File: config.mk
export PLATFORM = sky130hd
export DESIGN_NAME = ram_port_master
export DESIGN_NICKNAME = d
export VERILOG_FILES = /design/src/rtl/ram_master_pkg.sv /design/src/rtl/ram_init_sequencer.sv /design/src/rtl/ram_port_master.sv
export SDC_FILE = /design/constraint.sdc
export NUM_CORES = 1
export LEC_CHECK = 0
export ABC_AREA = 1
export ABC_CLOCK_PERIOD_IN_PS = 1400
export CAP_MARGIN = 20
export CORE_UTILIZATION = 36
export DETAILED_ROUTE_END_ITERATION = 7
export PLACE_DENSITY = 0.71
export SYNTH_ARGS = -nofsm -noshare
export SYNTH_HDL_FRONTEND = slang
export SYNTH_SLANG_ARGS = --single-unit
File: constraint.sdc
create_clock -name clock -period 1.4 [get_ports clock]
set_clock_uncertainty 0.05 [all_clocks]
set_input_delay 0.28 -clock clock [delete_from_list [all_inputs] [get_ports clock]]
set_output_delay 0.28 -clock clock [all_outputs]
set_load 0.03 [all_outputs]
File: src/rtl/ram_master_pkg.sv
// Shared types and default geometry for the RAM port master and its init sequencer.
package ram_master_pkg;

    localparam int unsigned DEFAULT_ADDR_WIDTH = 6;
    localparam int unsigned DEFAULT_DATA_WIDTH = 8;
    localparam int unsigned RAM_DEPTH          = 2 ** DEFAULT_ADDR_WIDTH;

    typedef enum logic [2:0] {
        INIT,
        IDLE,
        RD_ISSUE,
        RD_CAPTURE,
        RESP
    } state_t;

endpackage

File: src/rtl/ram_init_sequencer.sv
// Post-reset sweep that writes zero to every RAM word, one address per cycle.
// Only instantiated when RAM_MASTER_INIT_EN is defined.
module ram_init_sequencer
    import ram_master_pkg::*;
#(
    parameter int unsigned ADDR_WIDTH = DEFAULT_ADDR_WIDTH,
    parameter int unsigned DATA_WIDTH = DEFAULT_DATA_WIDTH
) (
    input  logic                  clock,
    input  logic                  reset_n,
    output logic [ADDR_WIDTH-1:0] address,
    output logic [DATA_WIDTH-1:0] write_data,
    output logic                  write_enable,
    output logic                  done,
    output logic                  last_c
);

    logic [ADDR_WIDTH-1:0] count;

    // Address counter runs until the top word has been written.
    always_ff @(posedge clock or negedge reset_n) begin
        if (!reset_n) begin
            count <= '0;
            done  <= 1'b0;
        end else if (!done) begin
            count <= count + ADDR_WIDTH'(1);
            if (last_c) begin
                done <= 1'b1;
            end
        end
    end

    assign last_c       = !done && (&count);
    assign address      = count;
    assign write_data   = '0;
    // Gated by reset_n so no write is presented while the block is held in reset.
    assign write_enable = !done && reset_n;

endmodule

File: src/rtl/ram_port_master.sv
// Valid/ready request front end for one port of the synchronous dual-port RAM.
// Optional zero-fill after reset when RAM_MASTER_INIT_EN is defined.
module ram_port_master
    import ram_master_pkg::*;
#(
    parameter int unsigned ADDR_WIDTH = DEFAULT_ADDR_WIDTH,
    parameter int unsigned DATA_WIDTH = DEFAULT_DATA_WIDTH
) (
    input  logic                  clock,
    input  logic                  reset_n,
    input  logic                  req_valid,
    output logic                  req_ready,
    input  logic                  req_write,
    input  logic [ADDR_WIDTH-1:0] req_address,
    input  logic [DATA_WIDTH-1:0] req_data,
    output logic                  resp_valid,
    input  logic                  resp_ready,
    output logic [DATA_WIDTH-1:0] resp_data,
    output logic [ADDR_WIDTH-1:0] ram_address,
    output logic [DATA_WIDTH-1:0] ram_write_data,
    output logic                  ram_write_enable,
    input  logic [DATA_WIDTH-1:0] ram_read_data,
    output logic                  init_done
);

    state_t                state_q, state_d;
    logic [ADDR_WIDTH-1:0] addr_q, addr_d;
    logic [DATA_WIDTH-1:0] wdata_q, wdata_d;
    logic                  we_q, we_d;
    logic                  rvalid_q, rvalid_d;
    logic [DATA_WIDTH-1:0] rdata_q, rdata_d;
    logic                  accept;

`ifdef RAM_MASTER_INIT_EN
    logic [ADDR_WIDTH-1:0] seq_address;
    logic [DATA_WIDTH-1:0] seq_write_data;
    logic                  seq_write_enable;
    logic                  seq_done;
    logic                  seq_last_c;

    ram_init_sequencer #(
        .ADDR_WIDTH (ADDR_WIDTH),
        .DATA_WIDTH (DATA_WIDTH)
    ) u_init (
        .clock        (clock),
        .reset_n      (reset_n),
        .address      (seq_address),
        .write_data   (seq_write_data),
        .write_enable (seq_write_enable),
        .done         (seq_done),
        .last_c       (seq_last_c)
    );

    // Sequencer owns the RAM port until the sweep completes.
    assign ram_address      = seq_done ? addr_q  : seq_address;
    assign ram_write_data   = seq_done ? wdata_q : seq_write_data;
    assign ram_write_enable = seq_done ? we_q    : seq_write_enable;
    assign init_done        = seq_done;
`else
    assign ram_address      = addr_q;
    assign ram_write_data   = wdata_q;
    assign ram_write_enable = we_q;
    assign init_done        = reset_n;
`endif

    assign req_ready  = (state_q == IDLE) && reset_n;
    assign accept     = req_valid && req_ready;
    assign resp_valid = rvalid_q;
    assign resp_data  = rdata_q;

    // State and registered port/response values.
    always_ff @(posedge clock or negedge reset_n) begin
        if (!reset_n) begin
`ifdef RAM_MASTER_INIT_EN
            state_q <= INIT;
`else
            state_q <= IDLE;
`endif
            addr_q   <= '0;
            wdata_q  <= '0;
            we_q     <= 1'b0;
            rvalid_q <= 1'b0;
            rdata_q  <= '0;
        end else begin
            state_q  <= state_d;
            addr_q   <= addr_d;
            wdata_q  <= wdata_d;
            we_q     <= we_d;
            rvalid_q <= rvalid_d;
            rdata_q  <= rdata_d;
        end
    end

    // Next state; write enable defaults low so it pulses for exactly one cycle.
    always_comb begin
        state_d  = state_q;
        addr_d   = addr_q;
        wdata_d  = wdata_q;
        we_d     = 1'b0;
        rvalid_d = rvalid_q;
        rdata_d  = rdata_q;

        case (state_q)
            INIT: begin
`ifdef RAM_MASTER_INIT_EN
                if (seq_last_c) begin
                    state_d = IDLE;
                end
`else
                state_d = IDLE;
`endif
            end
            IDLE: begin
                if (accept) begin
                    addr_d = req_address;
                    if (req_write) begin
                        wdata_d = req_data;
                        we_d    = 1'b1;
                    end else begin
                        state_d = RD_ISSUE;
                    end
                end
            end
            RD_ISSUE: begin
                state_d = RD_CAPTURE;
            end
            RD_CAPTURE: begin
                rdata_d  = ram_read_data;
                rvalid_d = 1'b1;
                state_d  = RESP;
            end
            RESP: begin
                if (resp_ready) begin
                    rvalid_d = 1'b0;
                    state_d  = IDLE;
                end
            end
            default: begin
                state_d = IDLE;
            end
        endcase
    end

endmodule

# Word-level counts from Yosys, hierarchy flattened

Cells that the tools add are included.

Bits in registers: 27
Input bits: 27
Output and inout bits: 26
Logic and storage cells: 29

Eq/ne operators: 7
Muxes and demuxes: 9
Reduce and logical (&&, ||, !) cells: 7

Operator list:

| operator                                                        | count |
|---|---|
| 3-bit case mux with 4 select lines                              | 1 |
| 3-bit 2-to-1 mux                                                | 3 |
| 3-bit by 2-bit == test with 1-bit output, second input constant | 2 |
| 2-bit != test, second input constant                            | 3 |
| 3-bit AND reduction                                             | 2 |
| 1-bit 2-to-1 mux                                                | 4 |
| 2-bit AND reduction                                             | 2 |
| 3-bit by 1-bit == test with 1-bit output, second input constant | 1 |
| 3-bit == test, second input constant                            | 1 |
| 1-bit logical AND                                               | 2 |
| 1-bit case mux with 2 select lines                              | 1 |
| 2-bit nonzero test                                              | 1 |

# Longest topological paths before layout

Depth in word-level cells: 5
Mapped depth: 6
Gate-level depth less buffers: 6

# Worst setup path before layout

Ideal clock, no wire load.

Path kind: flip-flop to output port
Start point: register state_q[0]
End point: output req_ready
Data arrival time: 1086 ps
Required time: 1070 ps
Slack: -16 ps
Cell stages (with the launch flop): 3
Path buffers: 0
Cells stage by stage: dfstp_2 > nand3_2 > nor2_1

Longest elaborated chain between the ends: 2

Ends and longest elaborated chain:

| element                                  | RTL line              | source |
|---|---|---|
| start: declaration                       | ram_port_master.sv:26 | `state_t state_q, state_d;` |
| start signal: assignment                 | ram_port_master.sv:85 | `state_q <= state_d;` |
| 3-bit by 1-bit == test with 1-bit output | ram_port_master.sv:66 | `assign req_ready = (state_q == IDLE) && reset_n;` |
| 1-bit logical AND                        | ram_port_master.sv:66 |  |
| end: declaration                         | ram_port_master.sv:12 | `output logic req_ready,` |

Every way passes these cells.

# Worst setup path after layout

Same ends and word-level chain as after synthesis.

==> flow_summary.json <==
{
  "status": "complete, but fails checks",
  "violations": "design-rule violations, negative setup slack",
  "placed_area_um2": 1710,
  "clkPwrFrac_pct": 8.0,
  "drv_slew": 0,
  "cts_buffers": 3,
  "syn_inst": 110,
  "async_flop_share_pct": 100,
  "path_class": "flip-flop to primary output",
  "synth_top_area_share_pct": 58.4,
  "grt_start_max_net_pins": 28,
  "dpl_worst_slack_ns": -0.296,
  "ys_seq_elements": 27,
  "grt_pass1_vias": 1022,
  "path_clk_slew_ns": 0.14,
  "fillers": 240,
  "p_leak_nw": 0.904,
  "diodes": 0,
  "rr_endpoint": "ram_address[3]$_DFFE_PN0P_",
  "synth.most_common_cell": "nand2_1",
  "drc": 2,
  "cp_max_fo": 2,
  "hpwl_um": 2100,
  "crit_path_start_kind": "flip-flop",
  "synth_area_um2": 1110,
  "synth_area_leader_cell": "dfrtp_1",
  "cap_violations": 0,
  "vias": 1014,
  "required_ns": 1.07,
  "port_buffers": 52,
  "drtAntennaViolNets": 0,
  "arrival_ns": 1.29,
  "grt_overflow": 0,
  "wl_um": 2810,
  "worstMarginPinSlew_ns": 0.499,
  "antenna_found_initial": 0,
  "area_delta_synth_final_pct": 66.0,
  "io_pins": 53,
  "drt-initial-drc-count": 19,
  "finalWeightedCongestion": 0.788,
  "cts_tree": "done",
  "pwr-share-seq_pct": 33.9,
  "start_util_pct": 39.0,
  "min_period_ns": 1.62,
  "min_path_type": "input port to asynchronous set/reset pin",
  "cts.sinks": 27,
  "avgSynthCellArea_um2": 10.1,
  "nNetsFinal": 207,
  "ys.flop_type": "dfrtp_1",
  "hold_viol": 0,
  "p_int_mw": 2.27,
  "die-area_um2": 3320,
  "dieWidth_um": 57.6,
  "clk_latency_ns": 0.31,
  "critPathTopFamily": "flip-flops",
  "reg2reg_depth": 7,
  "period_share_pct": 116,
  "peakVddDrop_mv": 1.01,
  "synth_edf_count": 0,
  "worst-path-buf-inv": 2,
  "relSlewSlack_pct": 66.6,
  "crit_chain": "nand3_2 > buf_6 > nor2_4 > buf_6",
  "cts_htree_levels": 1,
  "worst_setup_path_end_kind": "primary output",
  "vias_per_cell": 4.83,
  "setup_viol": 23,
  "grt_pass1_wl_um": 4530,
  "grt_use_total_pct": 18.2,
  "ys_warn_count": 0,
  "power_mw": 4.03,
  "cp_slowest_cell": "dfstp_2",
  "power.density_nw_per_um2": 2180,
  "netSwitchingFraction_pct": 43.7,
  "core_um2": 2850,
  "seq_area_frac_synth_pct": 60.8,
  "max_freq_mhz": 616,
  "wire_per_inst_um": 13.4,
  "r2r_start": "state_q[0]$_DFFE_PN1P_",
  "synth_cell_types": 15,
  "die_h_um": 57.6,
  "final_area_um2": 1850,
  "layout_setup_ws_ns": -0.222,
  "power_switching_mw": 1.76,
  "rows": 19,
  "rsz0062_at_grt": "true",
  "synth_common_cells": "nand2_1, dfrtp_1, nand3_1",
  "layout-drive-gt1-share_pct": 38.0,
  "cpPeakStageDelay_ns": 0.57,
  "power_frac_comb_pct": 58.1,
  "clockBufferDepth": 2,
  "dr.pass1.iters": 6,
  "synth.area.top_cells": "dfrtp_1, nand2_1, mux2_2",
  "cts_root_buffer": "clkbuf_4",
  "syn-num-nets": 137,
  "cp_common_cell": "buf_6",
  "r2r_slack_ns": -0.17
}
[how the worst max path moves through the flow]
stage | start | slack (ns) | depth (start not counted) | endpoint
2_1_floorplan | state_q[0]$_DFFE_PN1P_ | 0.05 | 5 | ram_write_data[0]$_DFFE_PN0P_
3_3_place_gp | reset_n | -0.24 | 6 | ram_write_data[6]$_DFFE_PN0P_
3_5_place_dp | reset_n | -0.30 | 6 | ram_write_data[2]$_DFFE_PN0P_
4_1_cts | state_q[0]$_DFFE_PN1P_ | -0.24 | 4 | req_ready
5_1_grt | state_q[0]$_DFFE_PN1P_ | -0.30 | 4 | req_ready
6_report | state_q[0]$_DFFE_PN1P_ | -0.22 | 4 | req_ready
[layer usage]
layer,up-vias,share of wire [%],global-route usage [%]
met3,6,3.9,1.79
met2,26,53,31.9
li1,485,-,-
met1,497,40,22.3
met4,0,2.9,9.06
met5,-,0,0
[through the flow]
| stage | util (%) | setup TNS (ns) | hold WS, ns | instances |
|---|---|---|---|---|
| after global placement | 60.0 | -3.70 | 0.405 | 200 |
| after floorplan | - | 0 | -0.0656 | 110 |
| after CTS | 65.7 | -2.45 | 0.422 | 210 |
| after global routing | 64.8 | -3.56 | 0.427 | 210 |
| after detailed placement | 60.0 | -4.38 | 0.416 | 200 |
| final | 64.8 | -1.82 | 0.412 | 210 |
[area by class of cell]
type                    count  area, um2  area share [%]
well taps                  31       38.8            2.10
multi-input cells          72        425            23.0
repair buffers             67        647            35.0
inverters                   9       33.8            1.83
clock buffers               4       26.3            1.42
flip-flops and latches     27        677            36.6
[flip-flops by register name, summed over array words and instances (netlist names)]
signal,cells
state_q,3
resp_data,8
ram_write_enable,1
ram_address,6
resp_valid,1
ram_write_data,8
[layout by cell type, fill, tap and decap left out, drive strengths merged]
master,n
mux2,8
clkbuf,12
nand2,40
nor2,7
a31oi,1
dfrtp,26
nand3,12
buf,19
nor3,2
o21ai,2
clkdlybuf4s15,13
dfstp,1
inv,9
bufbuf,1
clkdlybuf4s50,26
[worst reg2reg max path: stages (launching register included)]
cell	delay, ns
dfstp_2	0.57
nand3_2	0.09
buf_4	0.15
nor3_4	0.15
buf_12	0.17
bufbuf_16	0.26
nand2_1	0.04
nand2_1	0.05
[what timing repair did]
item                                   4_1_cts  5_1_grt
hold buffers                                 0        0
resized for setup                           68       17
gates cloned                                 2        0
endpoints found under the hold margin        0        0
setup buffers                                4        0
setup endpoints to repair                   45       33
pin swaps                                    5        2
[cells by family after synthesis]
kind of cell	share of synthesized area [%]
mux	8.09
simple gates	23.9
compound gates	1.46
buf+inv	5.73
flops	60.8
[power by group through the flow]
stage | Combinational, mW | Sequential (mW) | Clock, mW
2_1_floorplan | 0.617 | 2.02 | 0
3_3_place_gp | 2.25 | 1.35 | 0
3_5_place_dp | 2.30 | 1.36 | 0
4_1_cts | 2.40 | 1.35 | 0.346
5_1_grt | 2.49 | 1.41 | 0.376
6_report | 2.34 | 1.37 | 0.323
Note: power is estimated with default switching activity, not from simulation.
==> RTL edit: new RTL, same settings <==
Make the reset (`reset_n`) synchronous in one clocked block.
--- a/src/rtl/ram_port_master.sv
+++ b/src/rtl/ram_port_master.sv
@@ -69,7 +69,7 @@
     assign resp_data  = rdata_q;
 
     // State and registered port/response values.
-    always_ff @(posedge clock or negedge reset_n) begin
+    always_ff @(posedge clock) begin
         if (!reset_n) begin
 `ifdef RAM_MASTER_INIT_EN
             state_q <= INIT;
Formal check against the unedited RTL: differs if reset_n is asserted again (counterexample within 4 cycles, from zero or initial values and one cycle with reset_n low); with reset_n held inactive, the same outputs for 10 cycles.
==> RTL edit against the unedited design <==
  * Critical endpoint unchanged
  * Power decreased by 23%
  * Synthesized area increased by 2.2%
  * Wire length decreased by 0.57%
  * Global-route usage decreased by 1.0 points
  * Clock power increased by 6%
  * Sequential cell count unchanged
  * First-iteration DRC count decreased by 16%
  * Worst setup slack improved by 0.20 ns
  * Fmax increased by 14%
  * Largest cell class is now buffers
  * The run still ends with design-rule violations, negative setup slack left
  * Design area decreased by 5.3%
  * Count of clock-buffer cells in the layout unchanged
==> RTL edit: results (changes against the unedited design) <==
failing checks -> design-rule violations, negative setup slack
Leakage -> 0.837 nW (-7.3%)
met2 wire length -> 1520 um (+1.9%)
ANT cells -> 0 (unchanged)
relative slew slack -> 80.1% (+13 points)
global-route wire length before repair -> 4460 um (-1.5%)
most common library cells after synthesis -> 33 x nor2_1, 27 x dfxtp_1, 18 x nand2_1
met3 wire len -> 63 um (-42%)
met1 GRT Util -> 18.9% (-3.4 points)
Clk Latency, worst-skew pair -> 0.32 ns
layout cells sized above 1 -> 27.1% (-11 points)
largest net degree at the start of global routing -> 16 (-43%)
syn_nets -> 173 (+26%)
dominant cells by area after synthesis -> dfxtp_1 47%, nor2_1 11%, nand3_1 6.2%
worst path arrival time -> 1.09 ns (-0.20 ns)
Final Worst Setup Slack -> -0.0201 ns (+0.202 ns)
hpwl dp -> 2140 um (+2.0%)
M3 GR Usage -> 2.23% (+0.45 points)
Largest stage delay, worst path -> 0.39 ns (-0.18 ns)
ys flop type -> dfxtp_1
overall via count from detail_route -> 1144 (+13%)
NonClk Buf Share -> 32.0% (-3.1 points)
outcome -> finished, violations left
register area -> 549 sq um (-19%)
RePlAce Congestion -> 0.777 (-1.4%)
Fill cells -> 305 (+27%)
Sequential Power -> 1.12 mW (-18%)
ys async rst share -> 0% (-100 points)
post-synth cell types -> 18 (+3)
WL per Instance -> 11.0 um (-18%)
Worst path slowest cell -> dfxtp_4
DR iter-0 viols -> 16 (-3)
Hold Crit Class -> reg -> reg
P_comb -> 1.62 mW (-31%)
Net count, final -> 238 (+15%)
met1 wire length -> 1190 um (+5.7%)
grt met2 use -> 32.5% (+0.62 points)
multi-input gates -> 95 (+32%)
Switch Pwr -> 1.34 mW (-24%)
Setup violations, final -> 1 (-96%)
setup TNS -> -0.0201 ns (+1.80 ns)
Total GRT Usage -> 17.1% (-1.0 points)
drt drc -> 1 (-1)
reg2reg setup slack -> 0.08 ns (+0.25 ns)
number of non-clock inverters -> 17 (+8)
==> RTL edit: changes by cell type in the layout (fill, tap and decap cells not counted), moves of 3 or more <==
| cell | change |
|---|---|
| dfxtp_1 | +24 |
| o21ai_0 | +9 |
| clkdlybuf4s15_2 | -8 |
| nor2_1 | +27 |
| inv_1 | +4 |
| clkbuf_2 | +10 |
| nand2_1 | -12 |
| dfrtp_1 | -26 |
| nand4_1 | +10 |
| nand3_1 | +4 |
| nand2_2 | -8 |
| a21oi_1 | +3 |
| mux2_2 | -8 |
==> RTL edit: worst paths after layout <==
kind | start | end
worst max-delay path | state_q[1]$_SDFFE_PN0P_ | req_ready
worst min-delay path | ram_address[5]$_SDFFE_PN0P_ | ram_address[5]$_SDFFE_PN0P_
worst max register to register | state_q[1]$_SDFFE_PN0P_ | resp_data[4]$_SDFFE_PN0P_
worst min register to register | ram_address[5]$_SDFFE_PN0P_ | ram_address[5]$_SDFFE_PN0P_
==> RTL edit: stage by stage <==
step	instances	power, mW	area (sq um)	setup slack (ns)	utilization (%)
6_report	254	3.08	1750	-0.0201	57.8
3_3_place_gp	244	2.71	1750	-0.192	57.7
4_1_cts	252	3.10	1820	-0.0528	60.2
2_1_floorplan	146	2.11	1140	0.171	-
3_5_place_dp	244	2.75	1750	-0.208	57.7
5_1_grt	254	3.28	1750	-0.0809	57.8
==> RTL edit: worst max-delay path, delay by kind of cell, from the launching register on <==
| family | cells | cell delay, ns |
|---|---|---|
| buffers and inverters | 2 | 0.19 |
| flip-flops | 1 | 0.39 |
| AND/OR/NAND/NOR | 2 | 0.19 |
==> RTL edit: logic make-up after synthesis <==
| logic type | after synthesis | share of synthesized area (%) |
|---|---|---|
| simple gates | 81 | 35.9 |
| flops | 27 | 47.5 |
| buf+inv | 24 | 10.4 |
| compound gates | 14 | 6.15 |
